===== src/rtl/wb_master_pkg.sv =====
// Shared constants and types for the Wishbone B3 burst master.
package wb_master_pkg;

  localparam int unsigned ADDR_W = 32;
  localparam int unsigned DATA_W = 32;
  localparam int unsigned SEL_W  = 4;

  localparam logic [2:0] CTI_CLASSIC = 3'b000;
  localparam logic [2:0] CTI_INCR    = 3'b010;
  localparam logic [2:0] CTI_EOB     = 3'b111;
  localparam logic [1:0] BTE_LINEAR  = 2'b00;

  typedef enum logic {
    ST_IDLE  = 1'b0,
    ST_BURST = 1'b1
  } state_t;

  // Byte address to word-aligned bus address.
  function automatic logic [ADDR_W-1:0] word_align(input logic [ADDR_W-1:0] a);
    return {a[ADDR_W-1:2], 2'b00};
  endfunction

endpackage


===== src/rtl/wb_wdata_buf.sv =====
// One-entry write data register between the upstream stream and the bus;
// refills in the same cycle its current word is acked.
module wb_wdata_buf
  import wb_master_pkg::*;
(
  input  logic              wb_clk,
  input  logic              wb_rst,
  input  logic              flush,
  input  logic              allow,
  input  logic [DATA_W-1:0] wr_data,
  input  logic              wr_valid,
  output logic              in_ready_c,
  input  logic              consume,
  output logic [DATA_W-1:0] dat,
  output logic              full,
  output logic              full_nxt_c
);

  logic load_c;

  assign in_ready_c = allow && (!full || consume);
  assign load_c     = in_ready_c && wr_valid;

  always_comb begin
    full_nxt_c = full;
    if (flush) begin
      full_nxt_c = 1'b0;
    end else if (load_c) begin
      full_nxt_c = 1'b1;
    end else if (consume) begin
      full_nxt_c = 1'b0;
    end
  end

  always_ff @(posedge wb_clk) begin
    if (wb_rst) begin
      full <= 1'b0;
      dat  <= '0;
    end else begin
      full <= full_nxt_c;
      if (load_c && !flush) begin
        dat <= wr_data;
      end
    end
  end

endmodule


===== src/rtl/wb_burst_master.sv =====
// Wishbone B3 master turning single DMA commands into classic or
// incrementing-burst cycles; all bus outputs come straight from flops.
module wb_burst_master
  import wb_master_pkg::*;
#(
  parameter  int unsigned MAX_BURST = 16,
  localparam int unsigned LEN_W     = $clog2(MAX_BURST + 1)
) (
  input  logic              wb_clk,
  input  logic              wb_rst,
  input  logic              cmd_valid,
  output logic              cmd_ready,
  input  logic [ADDR_W-1:0] cmd_addr,
  input  logic [LEN_W-1:0]  cmd_len,
  input  logic              cmd_we,
  input  logic [SEL_W-1:0]  cmd_sel,
  input  logic [DATA_W-1:0] wr_data,
  input  logic              wr_valid,
  output logic              wr_ready,
  output logic [DATA_W-1:0] rd_data,
  output logic              rd_valid,
  output logic              done,
  output logic              err,
  output logic [ADDR_W-1:0] m_wb_adr_o,
  output logic [SEL_W-1:0]  m_wb_sel_o,
  output logic              m_wb_we_o,
  output logic [DATA_W-1:0] m_wb_dat_o,
  input  logic [DATA_W-1:0] m_wb_dat_i,
  output logic              m_wb_cyc_o,
  output logic              m_wb_stb_o,
  input  logic              m_wb_ack_i,
  input  logic              m_wb_err_i,
  output logic [2:0]        m_wb_cti_o,
  output logic [1:0]        m_wb_bte_o
);

  state_t            state_q, state_d;
  logic [LEN_W-1:0]  rem_q, rem_d;
  logic [LEN_W-1:0]  loads_q, loads_d;

  logic              cyc_d, stb_d, we_d;
  logic [ADDR_W-1:0] adr_d;
  logic [SEL_W-1:0]  sel_d;
  logic [2:0]        cti_d;
  logic              done_d, err_d, rd_valid_d;
  logic [DATA_W-1:0] rd_data_d;

  logic              accept_c, beat_c, bus_err_c;
  logic              buf_allow_c, buf_consume_c, buf_full, buf_full_nxt_c;

  assign cmd_ready  = (state_q == ST_IDLE) && !wb_rst;
  assign accept_c   = cmd_valid && cmd_ready;
  assign m_wb_bte_o = BTE_LINEAR;

  // Error wins over a same-cycle ack; terminations with stb low are ignored.
  assign bus_err_c     = m_wb_stb_o && m_wb_err_i;
  assign beat_c        = m_wb_stb_o && m_wb_ack_i && !m_wb_err_i;
  assign buf_consume_c = beat_c && m_wb_we_o;
  assign buf_allow_c   = (state_q == ST_BURST) && m_wb_we_o && (loads_q != '0)
                         && !bus_err_c && !wb_rst;

  wb_wdata_buf u_wdata_buf (
    .wb_clk     (wb_clk),
    .wb_rst     (wb_rst),
    .flush      (bus_err_c),
    .allow      (buf_allow_c),
    .wr_data    (wr_data),
    .wr_valid   (wr_valid),
    .in_ready_c (wr_ready),
    .consume    (buf_consume_c),
    .dat        (m_wb_dat_o),
    .full       (buf_full),
    .full_nxt_c (buf_full_nxt_c)
  );

  always_comb begin
    state_d    = state_q;
    rem_d      = rem_q;
    loads_d    = loads_q;
    cyc_d      = m_wb_cyc_o;
    we_d       = m_wb_we_o;
    adr_d      = m_wb_adr_o;
    sel_d      = m_wb_sel_o;
    cti_d      = m_wb_cti_o;
    done_d     = 1'b0;
    err_d      = 1'b0;
    rd_valid_d = 1'b0;
    rd_data_d  = rd_data;
    stb_d      = 1'b0;

    case (state_q)
      ST_IDLE: begin
        if (accept_c) begin
          if (cmd_len == '0) begin
            done_d = 1'b1;
          end else begin
            state_d = ST_BURST;
            cyc_d   = 1'b1;
            we_d    = cmd_we;
            adr_d   = word_align(cmd_addr);
            sel_d   = cmd_sel;
            rem_d   = cmd_len;
            loads_d = cmd_we ? cmd_len : '0;
            cti_d   = (cmd_len == LEN_W'(1)) ? CTI_CLASSIC : CTI_INCR;
          end
        end
      end

      ST_BURST: begin
        if (wr_ready && wr_valid) begin
          loads_d = loads_q - LEN_W'(1);
        end
        if (bus_err_c) begin
          state_d = ST_IDLE;
          cyc_d   = 1'b0;
          we_d    = 1'b0;
          err_d   = 1'b1;
        end else if (beat_c) begin
          adr_d = m_wb_adr_o + ADDR_W'(4);
          rem_d = rem_q - LEN_W'(1);
          if (!m_wb_we_o) begin
            rd_valid_d = 1'b1;
            rd_data_d  = m_wb_dat_i;
          end
          if (rem_q == LEN_W'(1)) begin
            state_d = ST_IDLE;
            cyc_d   = 1'b0;
            we_d    = 1'b0;
            done_d  = 1'b1;
          end else if (rem_q == LEN_W'(2)) begin
            cti_d = CTI_EOB;
          end
        end
      end

      default: state_d = ST_IDLE;
    endcase

    // Writes strobe only while a word is staged; reads strobe for the whole cycle.
    stb_d = cyc_d && (we_d ? buf_full_nxt_c : 1'b1);
  end

  always_ff @(posedge wb_clk) begin
    if (wb_rst) begin
      state_q    <= ST_IDLE;
      rem_q      <= '0;
      loads_q    <= '0;
      m_wb_cyc_o <= 1'b0;
      m_wb_stb_o <= 1'b0;
      m_wb_we_o  <= 1'b0;
      m_wb_adr_o <= '0;
      m_wb_sel_o <= '0;
      m_wb_cti_o <= CTI_CLASSIC;
      done       <= 1'b0;
      err        <= 1'b0;
      rd_valid   <= 1'b0;
      rd_data    <= '0;
    end else begin
      state_q    <= state_d;
      rem_q      <= rem_d;
      loads_q    <= loads_d;
      m_wb_cyc_o <= cyc_d;
      m_wb_stb_o <= stb_d;
      m_wb_we_o  <= we_d;
      m_wb_adr_o <= adr_d;
      m_wb_sel_o <= sel_d;
      m_wb_cti_o <= cti_d;
      done       <= done_d;
      err        <= err_d;
      rd_valid   <= rd_valid_d;
      rd_data    <= rd_data_d;
    end
  end

  // The staged-word flag is only consulted through its next value.
  logic unused_c;
  assign unused_c = buf_full;

endmodule

===== config.mk =====
export PLATFORM = sky130hd
export DESIGN_NAME = wb_burst_master
export DESIGN_NICKNAME = d
export VERILOG_FILES = /design/src/rtl/wb_master_pkg.sv /design/src/rtl/wb_wdata_buf.sv /design/src/rtl/wb_burst_master.sv
export SDC_FILE = /design/constraint.sdc
export NUM_CORES = 1
export LEC_CHECK = 0
export CAP_MARGIN = 5
export CORE_UTILIZATION = 47
export DETAILED_ROUTE_END_ITERATION = 8
export GPL_ROUTABILITY_DRIVEN = 0
export PLACE_DENSITY_LB_ADDON = 0.12
export SYNTH_ARGS = -nofsm -noshare
export SYNTH_HDL_FRONTEND = slang
export SYNTH_SLANG_ARGS = --single-unit

===== constraint.sdc =====
create_clock -name wb_clk -period 3.9 [get_ports wb_clk]
set_clock_uncertainty 0.2 [all_clocks]
set_input_delay 0.78 -clock wb_clk [delete_from_list [all_inputs] [get_ports wb_clk]]
set_output_delay 0.78 -clock wb_clk [all_outputs]
set_load 0.02 [all_outputs]

==> results of run 1 <==
[area by class of cell]
cell class / count / area share [%]
multi-input cells: 522 / 34.4
flip-flops and latches: 118 / 28.5
repair buffers: 231 / 27.5
clock buffers: 20 / 5.39
well taps: 143 / 2.16
clock inverters: 12 / 1.55
inverters: 12 / 0.543
[power groups by stage]
| stage | logic (mW) | clock network [mW] | registers, mW |
|---|---|---|---|
| after floorplan | 0.185 | 0 | 1.34 |
| after global placement | 0.421 | 0 | 1.31 |
| after detailed placement | 0.430 | 0 | 1.32 |
| after CTS | 0.434 | 1.52 | 1.29 |
| after global routing | 0.466 | 1.59 | 1.30 |
| final | 0.436 | 1.51 | 1.29 |
[final timing paths]
path / startpoint / to / slack [ns]
setup / recovery: m_wb_err_i / wr_ready / 0.37
hold / removal: rd_data[16]$_SDFFE_PP0P_ / rd_data[16]$_SDFFE_PP0P_ / 0.25
setup reg to reg: state_q$_SDFF_PP0_ / rd_data[23]$_SDFFE_PP0P_ / 1.29
hold reg to reg: rd_data[16]$_SDFFE_PP0P_ / rd_data[16]$_SDFFE_PP0P_ / 0.25
[flip-flops by register name (all words and copies together) (netlist names)]
name,cells
m_wb_adr_o,30
m_wb_sel_o,4
loads_q,5
m_wb_we_o,1
u_wdata_buf.full,1
rd_data,32
u_wdata_buf.dat,32
m_wb_stb_o,1
err,1
state_q,1
done,1
rd_valid,1
m_wb_cyc_o,1
m_wb_cti_o,2
rem_q,5
[layer usage]
metal  share of wire [%]  vias to the layer above  routed length (µm)  track usage (%)
li1                    -                     2856                   -                -
met1                  41                     2789                7070             34.3
met2                  50                      274                8550             47.8
met3                 7.6                       22                1300             8.01
met4                 1.7                        0                 287             8.44
met5                   0                        -                   0                0
[worst register-to-register path: stages (launching register included)]
cell,delay (ns)
dfxtp_1,0.34
buf_4,0.40
nand2_2,0.32
or3_1,0.84
nand2_1,0.26
a21oi_1,0.09
[cells in the mapped netlist, drive strengths merged, types with 6 or more instances]
| cell | instances |
|---|---|
| nor3 | 15 |
| a21oi | 109 |
| inv | 12 |
| o22ai | 6 |
| buf | 31 |
| nand4 | 13 |
| o21ai | 24 |
| and3 | 10 |
| a31oi | 11 |
| a211oi | 11 |
| clkbuf | 24 |
| nand2 | 166 |
| and4 | 9 |
| nand3 | 23 |
| nor2 | 41 |
| ha | 6 |
| mux2i | 9 |
| nand3b | 6 |
| dfxtp | 118 |
[kinds of logic (layout without fill, tap and decap cells)]
group           Yosys count  in the layout  synth area share, %
simple gates            310            310                 26.5
compound gates          190            190                 20.9
flops                   118            118                 42.6
buf+inv                  67            275                 6.35
mux                      11             11                 2.03
fa+ha+maj                 6              6                 1.36
other cells               1              4               0.0677
xor+xnor                  1              1                0.158
==> summary.txt, run 1 <==
Die
  • Core area: 11,500 µm²
  • Die Span Y: 111 µm
  • Starting Density: 48.3%
  • Die Footprint: 12,200 µm²
  • FP Rows: 39
  • # IOs: 225
  • Die X: 111 µm

CTS
  • Clock-pin slew on the worst setup and hold paths: 0.05 ns
  • CTS resizes: 0
  • Setup repair bufs after CTS: 0
  • Bufs on Longest Clock Path: 2
  • H-tree depth: 4
  • Post-CTS Hold Buffers: 0
  • Num CTS Buffers: 17
  • CTS tree: yes
  • CTS Sinks: 118
  • Root Buffer: clkbuf_16
  • Worst-Skew Late Latency: roughly 0.41 ns

Critical path
  • Critical path type: in -> out
  • CP delay by family, top: buffers and inverters
  • Arr. time, crit path: 2.55 ns
  • Most numerous cell on the critical path: clkdlybuf4s50_1
  • Critical path cell sequence: clkdlybuf4s50_1 -> and2_1 -> a21o_1 -> nor2_1 -> clkdlybuf4s50_1
  • CP max FO: 6
  • Slowest CP cell: clkdlybuf4s50_1
  • Startpoint Class: input pin
  • Worst Path Buf+Inv: 2
  • Reg2reg path depth: 5
  • Worst Setup End Kind: output port
  • Largest stage delay, worst path: between 0.6 and 0.7 ns
  • CP Depth: 5
  • WP data required: roughly 3 ns

Place
  • DP Cell Count: 1,026
  • Post-DP HPWL: 11.7 mm
  • Post-DP Area: 7710 µm²
  • IO buf count: 218
  • Place WS: between 0.3 and 0.4 ns

Layout
  • Most frequent cells in the layout: clkdlybuf4s50_1 (217), nand2_1 (164), dfxtp_1 (118)
  • Layout Nets: 1,020
  • Layout Area Growth over Synthesis: 49.6%
  • Filler Cells Inserted: 900
  • Final Util: 72.3%
  • Reg area: 2360 µm²
  • Footprint of the multi-input gates: 2850 µm²
  • Fraction of layout cells with a size suffix above 1: 7.54%
  • Cell Count, Final, Fillers Out: 1,058
  • Fin area: a little over 8000 µm²
  • Commonest non-fill, non-tap cell in the layout: clkdlybuf4s50_1
  • Diode count: 0

STA
  • Max-slew violations: 0
  • Post-layout min period: 3.53 ns
  • Final Hold Fails: 0
  • Setup_tns: 0 ns
  • Final worst setup slack: 0.374 ns
  • Worst Tran Pin Value: ~1.1 ns
  • Period utilization: between 90 and 100%
  • RSZ-0062 raised after global routing: false
  • Max Freq: around 280 MHz
  • Final setup fails: 0
  • Final Hold Slack: about 0.25 ns
  • Max transition margin: 27.8%

Worst hold path
  • WHS Path Cells: 2
  • Hold Path Class: reg -> reg

Routing
  • Residual DRC: 0
  • DR pass1 iterations: 7
  • Iteration-0 DRC Markers: 519
  • WL/cell: 16.3 µm
  • Via density: 5.62
  • Final wirelength: 17.2 mm
  • Routed Antenna Nets: 0
  • Via count: 5,941

Global route
  • Vias in the first global route: 5,647
  • Number of antenna violations at the first check in global routing: 0
  • First-pass GRT wire length: 27.9 mm
  • Largest net degree at the start of global routing: 73
  • Total gr overflow: 0
  • Global Route Usage Sum: between 20% and 30%

Flow run
  • Max_cap viols: 0

Logic synthesis
  • Synth area leader: dfxtp_1
  • Synth top area share: 42.6%
  • EDFF count, synth: 0
  • Register bit total from synthesis: 118
  • Post-synthesis sequential area ratio: a little over two fifths
  • Synth Cell Area: roughly 5500 µm²
  • Top post-synthesis cells by area: dfxtp_1 (43%), nand2_1 (11%), a21oi_1 (9.8%), nor2_1 (2.8%), nand3_1 (2.1%)
  • Syn_area_per_cell: 7.87 µm²
  • Asr flop ratio synth: 0%
  • Synth unique cells: 68
  • Ys Warns: 0
  • Most used DFF post-synth: dfxtp_1
  • Cells after synthesis: roughly 700

Power and ir drop
  • NetSw: 0.813 mW
  • Power density over the cells: slightly below 400 nW/µm²
  • Peak supply drop: around 420 µV
  • Pwr Total: between 3 and 4 mW
  • LEAKAGE: 2.91 nW
  • Sequential power share: 40.0%
  • Int Power: 2.42 mW
  • Switching part of the total power: 25.1%
  • Clk pwr share: 46.6%
  • Logic pwr share: ~14%

Status
  • Status: complete, no violations
Note: power is estimated with default switching activity, not from simulation.
==> inputs of run 2 (changes only) <==
--- a/config.mk
+++ b/config.mk
@@ -12,2 +12,3 @@
 export PLACE_DENSITY_LB_ADDON = 0.12
+export SLEW_MARGIN = 20
 export SYNTH_ARGS = -nofsm -noshare
--- a/constraint.sdc
+++ b/constraint.sdc
@@ -4,2 +4,2 @@
 set_output_delay 0.78 -clock wb_clk [all_outputs]
-set_load 0.02 [all_outputs]
+set_load 0.01 [all_outputs]
==> run 2 against run 1 <==
Net effect:
- setup slack better by 0.030 ns
- critical path depth unchanged
- critical endpoint unchanged
- core utilization increased by 0.34 points
- first-iteration DRC count down 29%
- highest routed layer unchanged
- largest cell class unchanged
- non-clock buffer count unchanged
- global-route usage fell by 0.089 points
- hold slack worse by 0.0018 ns
==> summary.txt, run 2 (same netlist as run 1, synthesis figures left out) <==
Status
  • Status: complete, no violations (unchanged)

Die
  • FP Rows: 39 (unchanged)
  • Starting Density: 48.3% (unchanged)
  • Die Span Y: 111 µm (unchanged)
  • # IOs: 225 (unchanged)
  • Die X: 111 µm (unchanged)
  • Die Footprint: 12,200 µm² (unchanged)
  • Core area: 11,500 µm² (unchanged)

CTS
  • Worst-Skew Late Latency: 0.41 ns (about the same)
  • Num CTS Buffers: 17 (unchanged)
  • H-tree depth: 4 (unchanged)
  • Bufs on Longest Clock Path: 2 (unchanged)
  • Root Buffer: clkbuf_16 (unchanged)
  • CTS resizes: 0 (unchanged)
  • CTS Sinks: 118 (unchanged)
  • CTS tree: yes (unchanged)
  • Clock-pin slew on the worst setup and hold paths: 0.05 ns (about the same)
  • Post-CTS Hold Buffers: 0 (unchanged)
  • Setup repair bufs after CTS: 0 (unchanged)

Global route
  • Met3 usage: 7.35% (was 8.01%)
  • Total gr overflow: 0 (unchanged)
  • Met2 usage in global routing: 45.9% (was 47.8%)
  • Number of antenna violations at the first check in global routing: 0 (unchanged)
  • Largest net degree at the start of global routing: 84 (was 73)
  • First-pass GRT wire length: 27.7 mm (was 27.9 mm)
  • GR Layer Usage met1: 33.8% (was 34.3%)
  • GRT busiest layer: met2 (unchanged)
  • Global Route Usage Sum: 28.0% (was 28.1%)
  • Vias in the first global route: 5,732 (was 5,647)

STA
  • Final Hold Fails: 0 (unchanged)
  • Period utilization: 89.6% (was 90.4%)
  • Post-layout min period: 3.50 ns (was 3.53 ns)
  • Max Freq: 286 MHz (was 284 MHz)
  • Max transition margin: 28.3% (was 27.8%)
  • Max-slew violations: 0 (unchanged)
  • RSZ-0062 raised after global routing: false (unchanged)
  • Worst Tran Pin Value: 1.08 ns (about the same)
  • Final setup fails: 0 (unchanged)
  • Setup_tns: 0 ns (unchanged)

Layout
  • Diode count: 0 (unchanged)
  • Fin area: 8330 µm² (was 8290 µm²)
  • Layout Area Growth over Synthesis: 50.3% (was 49.6%)
  • Final Util: 72.6% (was 72.3%)
  • Commonest non-fill, non-tap cell in the layout: clkdlybuf4s50_1 (unchanged)
  • Largest registers: rd_data: 32 flops, u_wdata_buf.dat: 32 flops, m_wb_adr_o: 30 flops (unchanged)
  • Layout Nets: 1,020 (unchanged)
  • Most frequent cells in the layout: clkdlybuf4s50_1 (217), nand2_1 (164), dfxtp_1 (118) (unchanged)
  • Fraction of layout cells with a size suffix above 1: 7.33% (was 7.54%)

Place
  • Post-DP Area: 7710 µm² (unchanged)
  • IO buf count: 218 (unchanged)
  • Post-DP HPWL: 11.7 mm (about the same)

Power and ir drop
  • LEAKAGE: 2.93 nW (was 2.91 nW)
  • Pwr Total: 3.33 mW (was 3.24 mW)
  • Power density over the cells: 400 nW/µm² (was 391 nW/µm²)
  • Peak supply drop: 357 µV (was 422 µV)

Critical path
  • CP max FO: 6 (unchanged)
  • Arr. time, crit path: 2.52 ns (was 2.55 ns)
  • WP data required: 2.92 ns (about the same)
  • Worst Setup End Kind: output port (unchanged)
  • Startpoint Class: input pin (unchanged)
  • Critical path type: in -> out (unchanged)

Routing
  • Routed Antenna Nets: 0 (unchanged)
  • Via count: 5,940 (was 5,941)
  • DR pass1 iterations: 5 (was 7)
  • Iteration-0 DRC Markers: 367 (was 519)
  • WL/cell: 16.3 µm (about the same)
  • Residual DRC: 0 (unchanged)
  • Via density: 5.62 (about the same)
  • Final wirelength: 17.2 mm (about the same)

Worst hold path
  • Hold Path Class: reg -> reg (unchanged)

Flow run
  • Max_cap viols: 0 (unchanged)
## run 2: cell count changes in the layout (fill, tap and decap cells not counted)
cell / previous run / this run
inv_6: 1 / 0
clkbuf_8: 1 / 2
clkbuf_1: 2 / 3
clkinv_2: 4 / 3
clkinv_4: 2 / 0
bufinv_16: 2 / 4
clkinvlp_4: 3 / 2
## run 2: power breakdown
| group | internal [mW] | total, mW | leakage (nW) | switching, mW |
|---|---|---|---|---|
| clock | 1.09 | 1.63 | 0.296 | 0.531 |
| combinational | 0.224 | 0.410 | 1.67 | 0.186 |
| sequential | 1.25 | 1.30 | 0.957 | 0.0503 |
## run 2: worst paths after layout
| path | start | endpoint | slack [ns] | cells past startpoint |
|---|---|---|---|---|
| setup / recovery | m_wb_err_i | wr_ready | 0.40 | 5 |
| hold / removal | m_wb_sel_o[0]$_SDFFE_PP0P_ | m_wb_sel_o[0]$_SDFFE_PP0P_ | 0.25 | 2 |
| setup reg to reg | state_q$_SDFF_PP0_ | rd_data[4]$_SDFFE_PP0P_ | 1.43 | 5 |
| hold reg to reg | m_wb_sel_o[0]$_SDFFE_PP0P_ | m_wb_sel_o[0]$_SDFFE_PP0P_ | 0.25 | 2 |
## run 2: metrics by stage
step / hold slack, ns / setup WS [ns] / instances
2_1_floorplan: 0.266 / 1.52 / 707
3_5_place_dp: 0.246 / 0.424 / 1026
5_1_grt: 0.270 / 0.326 / 1057
3_3_place_gp: 0.239 / 0.422 / 1026
6_report: 0.251 / 0.405 / 1057
4_1_cts: 0.253 / 0.405 / 1057
## run 2: metal layers
layer | wire length [µm] | share of wire [%]
met5 | 0 | 0
met4 | 541 | 3.1
met3 | 1270 | 7.4
met2 | 8360 | 48
met1 | 7070 | 41
## run 2: worst max-delay path, stage by stage
cell             delay, ns
clkdlybuf4s50_1       0.53
and2_1                0.28
a21o_1                0.23
nor2_1                0.13
clkdlybuf4s50_1       0.57
## run 2: layout make-up
| cell class | count | area (µm²) |
|---|---|---|
| Multi-Input combinational cell | 522 | 2850 |
| Clock buffer | 22 | 464 |
| Clock inverter | 9 | 150 |
| Inverter | 12 | 45.0 |
| Timing Repair Buffer | 231 | 2280 |
| Sequential cell | 118 | 2360 |
| Tap cell | 143 | 179 |
| Fill cell | 897 | 3140 |
